File: src/rtl/servant_pkg.sv
// Shared types and widths for the servant Wishbone arbiter slice.
// Latency: none; this package holds only types and constants.
// Backpressure: none; this package holds only types and constants.
package servant_pkg;

    localparam int WB_DW   = 32;
    localparam int WB_SELW = 4;

    typedef enum logic [1:0] {
        ST_IDLE    = 2'd0,
        ST_BUSY0   = 2'd1,
        ST_BUSY1   = 2'd2,
        ST_RECOVER = 2'd3
    } arb_state_e;

endpackage

File: src/rtl/servant_wb_arbiter_if.sv
// Wishbone-classic bus bundle: request from master, response from slave.
// Latency: wires only.
// Backpressure: cyc is held by the master until ack or err returns.
interface servant_wb_arbiter_if #(
    parameter int AW = 13
);
    import servant_pkg::*;

    logic [AW-1:0]      adr;
    logic [WB_DW-1:0]   dat;
    logic [WB_SELW-1:0] sel;
    logic               we;
    logic               cyc;
    logic [WB_DW-1:0]   rdt;
    logic               ack;
    logic               err;

    modport master (output adr, dat, sel, we, cyc, input rdt, ack, err);
    modport slave  (input adr, dat, sel, we, cyc, output rdt, ack, err);
    // RAM side has no error path; only the arbiter itself generates err.
    modport ram_master (output adr, dat, sel, we, cyc, input rdt, ack);

endinterface

File: src/rtl/servant_wb_timer.sv
// Bus watchdog: counts cycles of a granted transfer, flags the expiry cycle.
// Latency: expired is combinational from the registered count.
// Backpressure: none; saturates at 255 instead of wrapping.
module servant_wb_timer #(
    parameter int TIMEOUT = 32
) (
    input  logic clk,
    input  logic rst_n,
    input  logic clr,
    input  logic en,
    output logic expired
);
    logic [7:0] cnt_q;
    logic [7:0] cnt_d;

    // Next count: clear wins, otherwise count up and stick at all-ones.
    always_comb begin
        cnt_d = cnt_q;
        if (clr) begin
            cnt_d = 8'd0;
        end else if (en && (cnt_q != 8'hFF)) begin
            cnt_d = cnt_q + 8'd1;
        end
    end

    // Count register with synchronous reset.
    always_ff @(posedge clk) begin
        if (!rst_n) begin
            cnt_q <= 8'd0;
        end else begin
            cnt_q <= cnt_d;
        end
    end

    assign expired = en && (cnt_q == 8'(TIMEOUT - 1));

endmodule

File: src/rtl/servant_wb_arbiter.sv
// Two-master round-robin Wishbone-classic arbiter in front of the servant RAM.
// Latency: 1 cycle to grant; ack/err/rdt pass through combinationally once granted.
// Backpressure: the loser waits with cyc held; a stalled slave is cut off with err.
module servant_wb_arbiter
    import servant_pkg::*;
#(
    parameter int AW      = 13,
    parameter int TIMEOUT = 32
) (
    input  logic                    wb_clk,
    input  logic                    wb_rst_n,
    servant_wb_arbiter_if.slave      m0,
    servant_wb_arbiter_if.slave      m1,
    servant_wb_arbiter_if.ram_master s
);
    arb_state_e         state_q;
    arb_state_e         state_d;
    logic               last_q;
    logic               last_d;
    logic               busy;
    logic               gnt1;
    logic               expired;
    logic [AW-1:0]      adr_mux;
    logic [WB_DW-1:0]   dat_mux;
    logic [WB_SELW-1:0] sel_mux;
    logic               we_mux;
    logic               req_mux;
    logic               cyc_out;

    assign busy = (state_q == ST_BUSY0) || (state_q == ST_BUSY1);
    assign gnt1 = (state_q == ST_BUSY1);

    // Timer restarts whenever the bus is not owned, so it reads 0 on the first BUSY cycle.
    servant_wb_timer #(
        .TIMEOUT (TIMEOUT)
    ) u_timer (
        .clk     (wb_clk),
        .rst_n   (wb_rst_n),
        .clr     (!busy),
        .en      (busy),
        .expired (expired)
    );

    // Pick the request of whichever master currently owns the bus.
    always_comb begin
        adr_mux = m0.adr;
        dat_mux = m0.dat;
        sel_mux = m0.sel;
        we_mux  = m0.we;
        req_mux = m0.cyc;
        if (gnt1) begin
            adr_mux = m1.adr;
            dat_mux = m1.dat;
            sel_mux = m1.sel;
            we_mux  = m1.we;
            req_mux = m1.cyc;
        end
    end

    // A reset cycle suppresses the bus so an in-flight transfer dies silently.
    assign cyc_out = wb_rst_n && busy && req_mux;

    assign s.cyc = cyc_out;
    assign s.adr = cyc_out ? adr_mux : '0;
    assign s.dat = cyc_out ? dat_mux : '0;
    assign s.sel = cyc_out ? sel_mux : '0;
    assign s.we  = cyc_out && we_mux;

    // Responses only reach the owner; ack beats a coincident timeout.
    assign m0.ack = cyc_out && !gnt1 && s.ack;
    assign m1.ack = cyc_out &&  gnt1 && s.ack;
    assign m0.err = cyc_out && !gnt1 && !s.ack && expired;
    assign m1.err = cyc_out &&  gnt1 && !s.ack && expired;
    assign m0.rdt = (state_q == ST_BUSY0) ? s.rdt : '0;
    assign m1.rdt = gnt1 ? s.rdt : '0;

    // Grant decision and transfer completion tracking.
    always_comb begin
        state_d = state_q;
        last_d  = last_q;
        case (state_q)
            ST_IDLE: begin
                if (m0.cyc && m1.cyc) begin
                    state_d = last_q ? ST_BUSY0 : ST_BUSY1;
                end else if (m0.cyc) begin
                    state_d = ST_BUSY0;
                end else if (m1.cyc) begin
                    state_d = ST_BUSY1;
                end
            end
            ST_BUSY0, ST_BUSY1: begin
                if (!req_mux) begin
                    state_d = ST_IDLE;
                    last_d  = gnt1;
                end else if (s.ack || expired) begin
                    state_d = ST_RECOVER;
                    last_d  = gnt1;
                end
            end
            ST_RECOVER: begin
                state_d = ST_IDLE;
            end
            default: begin
                state_d = ST_IDLE;
            end
        endcase
    end

    // State register; after reset master 0 wins the first tie.
    always_ff @(posedge wb_clk) begin
        if (!wb_rst_n) begin
            state_q <= ST_IDLE;
            last_q  <= 1'b1;
        end else begin
            state_q <= state_d;
            last_q  <= last_d;
        end
    end

endmodule

File: src/flat_wrapper.sv
// flat-port wrapper written by rule: the top's interface ports become plain ports
module servant_wb_arbiter_flat import servant_pkg::*;
#(
    parameter int AW      = 13,
    parameter int TIMEOUT = 32
)
  (wb_clk, wb_rst_n, m0_adr, m0_dat, m0_sel, m0_we, m0_cyc, m0_rdt, m0_ack, m0_err, m1_adr, m1_dat, m1_sel, m1_we, m1_cyc, m1_rdt, m1_ack, m1_err, s_adr, s_dat, s_sel, s_we, s_cyc, s_rdt, s_ack);
  servant_wb_arbiter_if #(.AW(AW)) m0_i ();
  servant_wb_arbiter_if #(.AW(AW)) m1_i ();
  servant_wb_arbiter_if #(.AW(AW)) s_i ();
  input  logic wb_clk;
  input  logic wb_rst_n;
  input wire logic [$bits(m0_i.adr)-1:0] m0_adr;
  input wire logic [$bits(m0_i.dat)-1:0] m0_dat;
  input wire logic [$bits(m0_i.sel)-1:0] m0_sel;
  input wire logic [$bits(m0_i.we)-1:0] m0_we;
  input wire logic [$bits(m0_i.cyc)-1:0] m0_cyc;
  output wire logic [$bits(m0_i.rdt)-1:0] m0_rdt;
  output wire logic [$bits(m0_i.ack)-1:0] m0_ack;
  output wire logic [$bits(m0_i.err)-1:0] m0_err;
  input wire logic [$bits(m1_i.adr)-1:0] m1_adr;
  input wire logic [$bits(m1_i.dat)-1:0] m1_dat;
  input wire logic [$bits(m1_i.sel)-1:0] m1_sel;
  input wire logic [$bits(m1_i.we)-1:0] m1_we;
  input wire logic [$bits(m1_i.cyc)-1:0] m1_cyc;
  output wire logic [$bits(m1_i.rdt)-1:0] m1_rdt;
  output wire logic [$bits(m1_i.ack)-1:0] m1_ack;
  output wire logic [$bits(m1_i.err)-1:0] m1_err;
  output wire logic [$bits(s_i.adr)-1:0] s_adr;
  output wire logic [$bits(s_i.dat)-1:0] s_dat;
  output wire logic [$bits(s_i.sel)-1:0] s_sel;
  output wire logic [$bits(s_i.we)-1:0] s_we;
  output wire logic [$bits(s_i.cyc)-1:0] s_cyc;
  input wire logic [$bits(s_i.rdt)-1:0] s_rdt;
  input wire logic [$bits(s_i.ack)-1:0] s_ack;
  assign m0_i.adr = m0_adr;
  assign m0_i.dat = m0_dat;
  assign m0_i.sel = m0_sel;
  assign m0_i.we = m0_we;
  assign m0_i.cyc = m0_cyc;
  assign m0_rdt = m0_i.rdt;
  assign m0_ack = m0_i.ack;
  assign m0_err = m0_i.err;
  assign m1_i.adr = m1_adr;
  assign m1_i.dat = m1_dat;
  assign m1_i.sel = m1_sel;
  assign m1_i.we = m1_we;
  assign m1_i.cyc = m1_cyc;
  assign m1_rdt = m1_i.rdt;
  assign m1_ack = m1_i.ack;
  assign m1_err = m1_i.err;
  assign s_adr = s_i.adr;
  assign s_dat = s_i.dat;
  assign s_sel = s_i.sel;
  assign s_we = s_i.we;
  assign s_cyc = s_i.cyc;
  assign s_i.rdt = s_rdt;
  assign s_i.ack = s_ack;
  servant_wb_arbiter #(.AW(AW), .TIMEOUT(TIMEOUT)) u_core (.wb_clk(wb_clk), .wb_rst_n(wb_rst_n), .m0(m0_i), .m1(m1_i), .s(s_i));
endmodule
File: config.mk
export PLATFORM = sky130hd
export DESIGN_NAME = servant_wb_arbiter_flat
export DESIGN_NICKNAME = d
export VERILOG_FILES = /design/src/rtl/servant_pkg.sv /design/src/rtl/servant_wb_arbiter_if.sv /design/src/rtl/servant_wb_timer.sv /design/src/rtl/servant_wb_arbiter.sv /design/src/flat_wrapper.sv
export SDC_FILE = /design/constraint.sdc
export NUM_CORES = 1
export LEC_CHECK = 0
export ABC_AREA = 1
export CAP_MARGIN = 20
export CELL_PAD_IN_SITES_DETAIL_PLACEMENT = 0
export CELL_PAD_IN_SITES_GLOBAL_PLACEMENT = 2
export CORE_AREA = 5 5 144 146
export CTS_CLUSTER_DIAMETER = 120
export DETAILED_ROUTE_END_ITERATION = 16
export DIE_AREA = 0 0 149 151
export PLACE_DENSITY = 0.84
export SLEW_MARGIN = 20
export SYNTH_ARGS = -nofsm -noshare
export SYNTH_HDL_FRONTEND = slang
export SYNTH_SLANG_ARGS = --single-unit
File: constraint.sdc
create_clock -name wb_clk -period 4.7 [get_ports wb_clk]
set_input_delay 0.94 -clock wb_clk [delete_from_list [all_inputs] [get_ports wb_clk]]
set_output_delay 0.94 -clock wb_clk [all_outputs]
set_load 0.005 [all_outputs]
==> impl_metrics.py <==
metrics = {
    "floorplanning": {
        "initial_utilization_pct": 10.7,
        "std_cell_rows": 51,
        "ios": 256,
        "fp.coreArea_um2": 19300,
        "chipHeight_um": 151,
        "die-area_um2": 22500,
        "chipWidth_um": 149,
    },
    "timing": {
        "postLayoutSetupSlackWorst_ns": 0.676,
        "grt_setup_unrepaired": "false",
        "total_setup_violations_reported_at_the_end_of_the_flow": 0,
        "hold_viol_final": 0,
        "max_slew_headroom_at_the_worst_pin_pct": 36.1,
        "layout_min_cycle_time_ns": 4.02,
        "timing_worst_slew_pin_value_ns": 0.959,
        "fmax_mhz": 248,
        "final-max-slew-violation-count": 0,
        "timing.clock.skew_ns": 0.00417,
        "final.period_utilization_pct": 85.6,
        "final.setup.tns_ns": 0,
    },
    "critical_path": {
        "timing.critical_path.to_type": "primary output",
        "worstPathRequired_ns": 3.76,
        "crit_type": "primary input to primary output",
        "timing.critical_path.fanout_max": 23,
        "worstSetupStartpointType": "primary input",
        "cp.arrival_ns": 3.08,
    },
    "global_route": {
        "grt_antenna_before_repair": 0,
        "maximum_number_of_pins_on_one_net_before_global_route_repair": 85,
        "grt_first_pass_wirelength_um": 17500,
        "groute.usage.overall_pct": 9.60,
        "number_of_global_route_vias_before_repair": 3210,
        "grt_overflow_total": 0,
    },
    "routing": {
        "maxUsedRoutingLayer": "met4",
        "vias_cell": 3.66,
        "postRouteWirelength_um": 12000,
        "number_of_antenna_violating_nets_in_the_routed_design": 0,
        "drt-initial-drc-count": 154,
        "met1_length_um": 4640,
        "dr_total_vias": 3396,
        "wl_met2_um": 6310,
        "route.detailed.drc": 0,
        "drt-pass1-iter-count": 4,
        "met3RoutedLength_um": 854,
        "wl_per_cell_um": 12.9,
    },
    "final_layout": {
        "post_layout_nonfiller_instances": 928,
        "flow.area_growth_from_synthesis_pct": 139,
        "antenna-diode-count": 0,
        "postLayoutCellArea_um2": 4950,
        "finish.utilization_pct": 25.7,
        "final.fill_count": 2184,
        "num-nets-final": 806,
        "drive_above_1_share_pct": 2.71,
    },
    "clock_tree": {
        "clock_edge_transition_at_the_registers_on_the_reported_setup_and_hold_paths_ns": 0.04,
        "cts_max_path_buffers": 2,
        "clock_latency_ns": 0.24,
        "cts_post_setup_buffers_inserted": 0,
        "tritoncts.num_buffers": 3,
        "hold_buffers": 0,
        "htree_num_levels": 1,
        "clock_tree.root_cell": "sky130_fd_sc_hd__clkbuf_16",
        "clock_sinks": 11,
        "cts-resized-gates": 0,
        "cts_tree": "done",
    },
    "placed_design": {
        "dpl.hpwl_um": 9610,
        "post_dp_cell_area_um2": 4870,
        "routabilityCongestion": 0.780,
        "dpl_worst_slack_ns": 0.649,
        "port_buffers": 255,
        "placed_instances": 924,
    },
    "synth": {
        "post_synth_top_area_share_pct": 27.6,
        "yosysSeqAreaShare_pct": 10.6,
        "synth.yosys.warnings": 0,
        "synth_area_leaders": "sky130_fd_sc_hd__nand3_1, sky130_fd_sc_hd__nand2_1, sky130_fd_sc_hd__inv_1, sky130_fd_sc_hd__dfxtp_1, sky130_fd_sc_hd__buf_6",
        "postSynthNetCount": 567,
        "synth_area_per_inst_um2": 4.87,
        "yosys_register_bits": 11,
        "synth_area_leader_cell": "sky130_fd_sc_hd__nand3_1",
        "postSynthCellCount": 425,
        "ys_types": 22,
        "mappedNetlistArea_um2": 2070,
    },
    "pwr": {
        "max_vdd_drop_uv": 362,
        "power.leakage_uw": 0.00245,
        "cellPowerDensity_nw_per_um2": 322,
    },
    "run": {
        "drv_cap": 0,
    },
    "hold_path": {
        "hold_path_class": "flip-flop to flip-flop",
    },
    "status": {
        "run_status": "finished, final reports clean",
    },
}
## worst paths after layout
check	startpoint	endpoint	slack [ns]	cells past startpoint
max	wb_rst_n	m1_ack	0.68	7
min	u_core.last_q	u_core.last_q	0.46	2
max reg2reg	u_core.state_q[1]	u_core.state_q[0]	2.97	10
min reg2reg	u_core.last_q	u_core.last_q	0.46	2
## layout by cell type, fill, tap and decap left out, types with 4 or more instances in the layout
cell                              instances
sky130_fd_sc_hd__a21oi_1                  8
sky130_fd_sc_hd__buf_4                    7
sky130_fd_sc_hd__clkdlybuf4s50_1        255
sky130_fd_sc_hd__dfxtp_1                 11
sky130_fd_sc_hd__ha_1                     4
sky130_fd_sc_hd__inv_1                   79
sky130_fd_sc_hd__nand2_1                147
sky130_fd_sc_hd__nand3_1                114
sky130_fd_sc_hd__nor2_1                  15
sky130_fd_sc_hd__o21ai_0                  5
## Yosys cell counts
library cell               count
sky130_fd_sc_hd__inv_1        79
sky130_fd_sc_hd__o21ai_0       5
sky130_fd_sc_hd__xor2_1        1
sky130_fd_sc_hd__dfxtp_1      11
sky130_fd_sc_hd__nand2_1     147
sky130_fd_sc_hd__clkinv_1      1
sky130_fd_sc_hd__nand3_1     114
sky130_fd_sc_hd__xnor2_1       1
sky130_fd_sc_hd__buf_1         9
sky130_fd_sc_hd__ha_1          5
sky130_fd_sc_hd__buf_6         8
sky130_fd_sc_hd__nor3_1        1
sky130_fd_sc_hd__clkbuf_1      7
sky130_fd_sc_hd__nand2_2       1
sky130_fd_sc_hd__buf_2         5
sky130_fd_sc_hd__and2_1        1
sky130_fd_sc_hd__nor2_1       15
sky130_fd_sc_hd__a21oi_1       8
sky130_fd_sc_hd__a21oi_2       1
sky130_fd_sc_hd__nand4_1       1
sky130_fd_sc_hd__o21ai_1       1
sky130_fd_sc_hd__inv_2         3
## logic make-up (layout without fill, tap and decap cells)
| group | count (synthesis) | in the layout | synth area share [%] |
|---|---|---|---|
| simple gates | 280 | 280 | 58.1 |
| buf+inv | 112 | 350 | 23.5 |
| compound gates | 15 | 15 | 3.81 |
| flops | 11 | 11 | 10.6 |
| fa+ha+maj | 5 | 5 | 3.02 |
| xor+xnor | 2 | 2 | 0.847 |
## layer usage
layer  up-vias  global-route usage [%]
met3        14                    1.68
met1      1481                    11.0
li1       1779                       -
met2       122                    18.4
met5         -                       0
met4         0                    2.33
## power by group
part	internal [µW]	total [µW]	leakage [µW]	switching, µW
Sequential	111	125	0.0000895	13.7
Clock	113	159	0.0000409	46.0
Combinational	632	1310	0.00232	679
## critical path, cell delays in order
cell                              delay [ns]
sky130_fd_sc_hd__clkdlybuf4s50_1        0.54
sky130_fd_sc_hd__nand2_2                0.14
sky130_fd_sc_hd__a21oi_4                0.38
sky130_fd_sc_hd__buf_4                  0.33
sky130_fd_sc_hd__nand2_1                0.10
sky130_fd_sc_hd__nor2_1                 0.14
sky130_fd_sc_hd__clkdlybuf4s50_1        0.51
## layout make-up
| type | count | area, µm² | area share (%) |
|---|---|---|---|
| Tap cell | 265 | 332 | 6.70 |
| Clock buffer | 3 | 75.1 | 1.52 |
| Sequential cell | 11 | 220 | 4.45 |
| Timing Repair Buffer | 263 | 2630 | 53.0 |
| Inverter | 83 | 312 | 6.29 |
| Clock inverter | 1 | 5.00 | 0.101 |
| Multi-Input combinational cell | 302 | 1380 | 27.9 |
## through the flow
step                      power [µW]  hold WS, ns
after floorplan                  745        0.429
after global placement          1470        0.444
after detailed placement        1460        0.450
after CTS                       1620        0.460
after global routing            1750        0.509
final                           1590        0.457
## registers in the layout (all words and copies together), names as in the netlist
signal and cells:
u_core.last_q 1, u_core.state_q 2, u_core.u_timer.cnt_q 8
No activity file was read; power rests on OpenSTA's default activity.
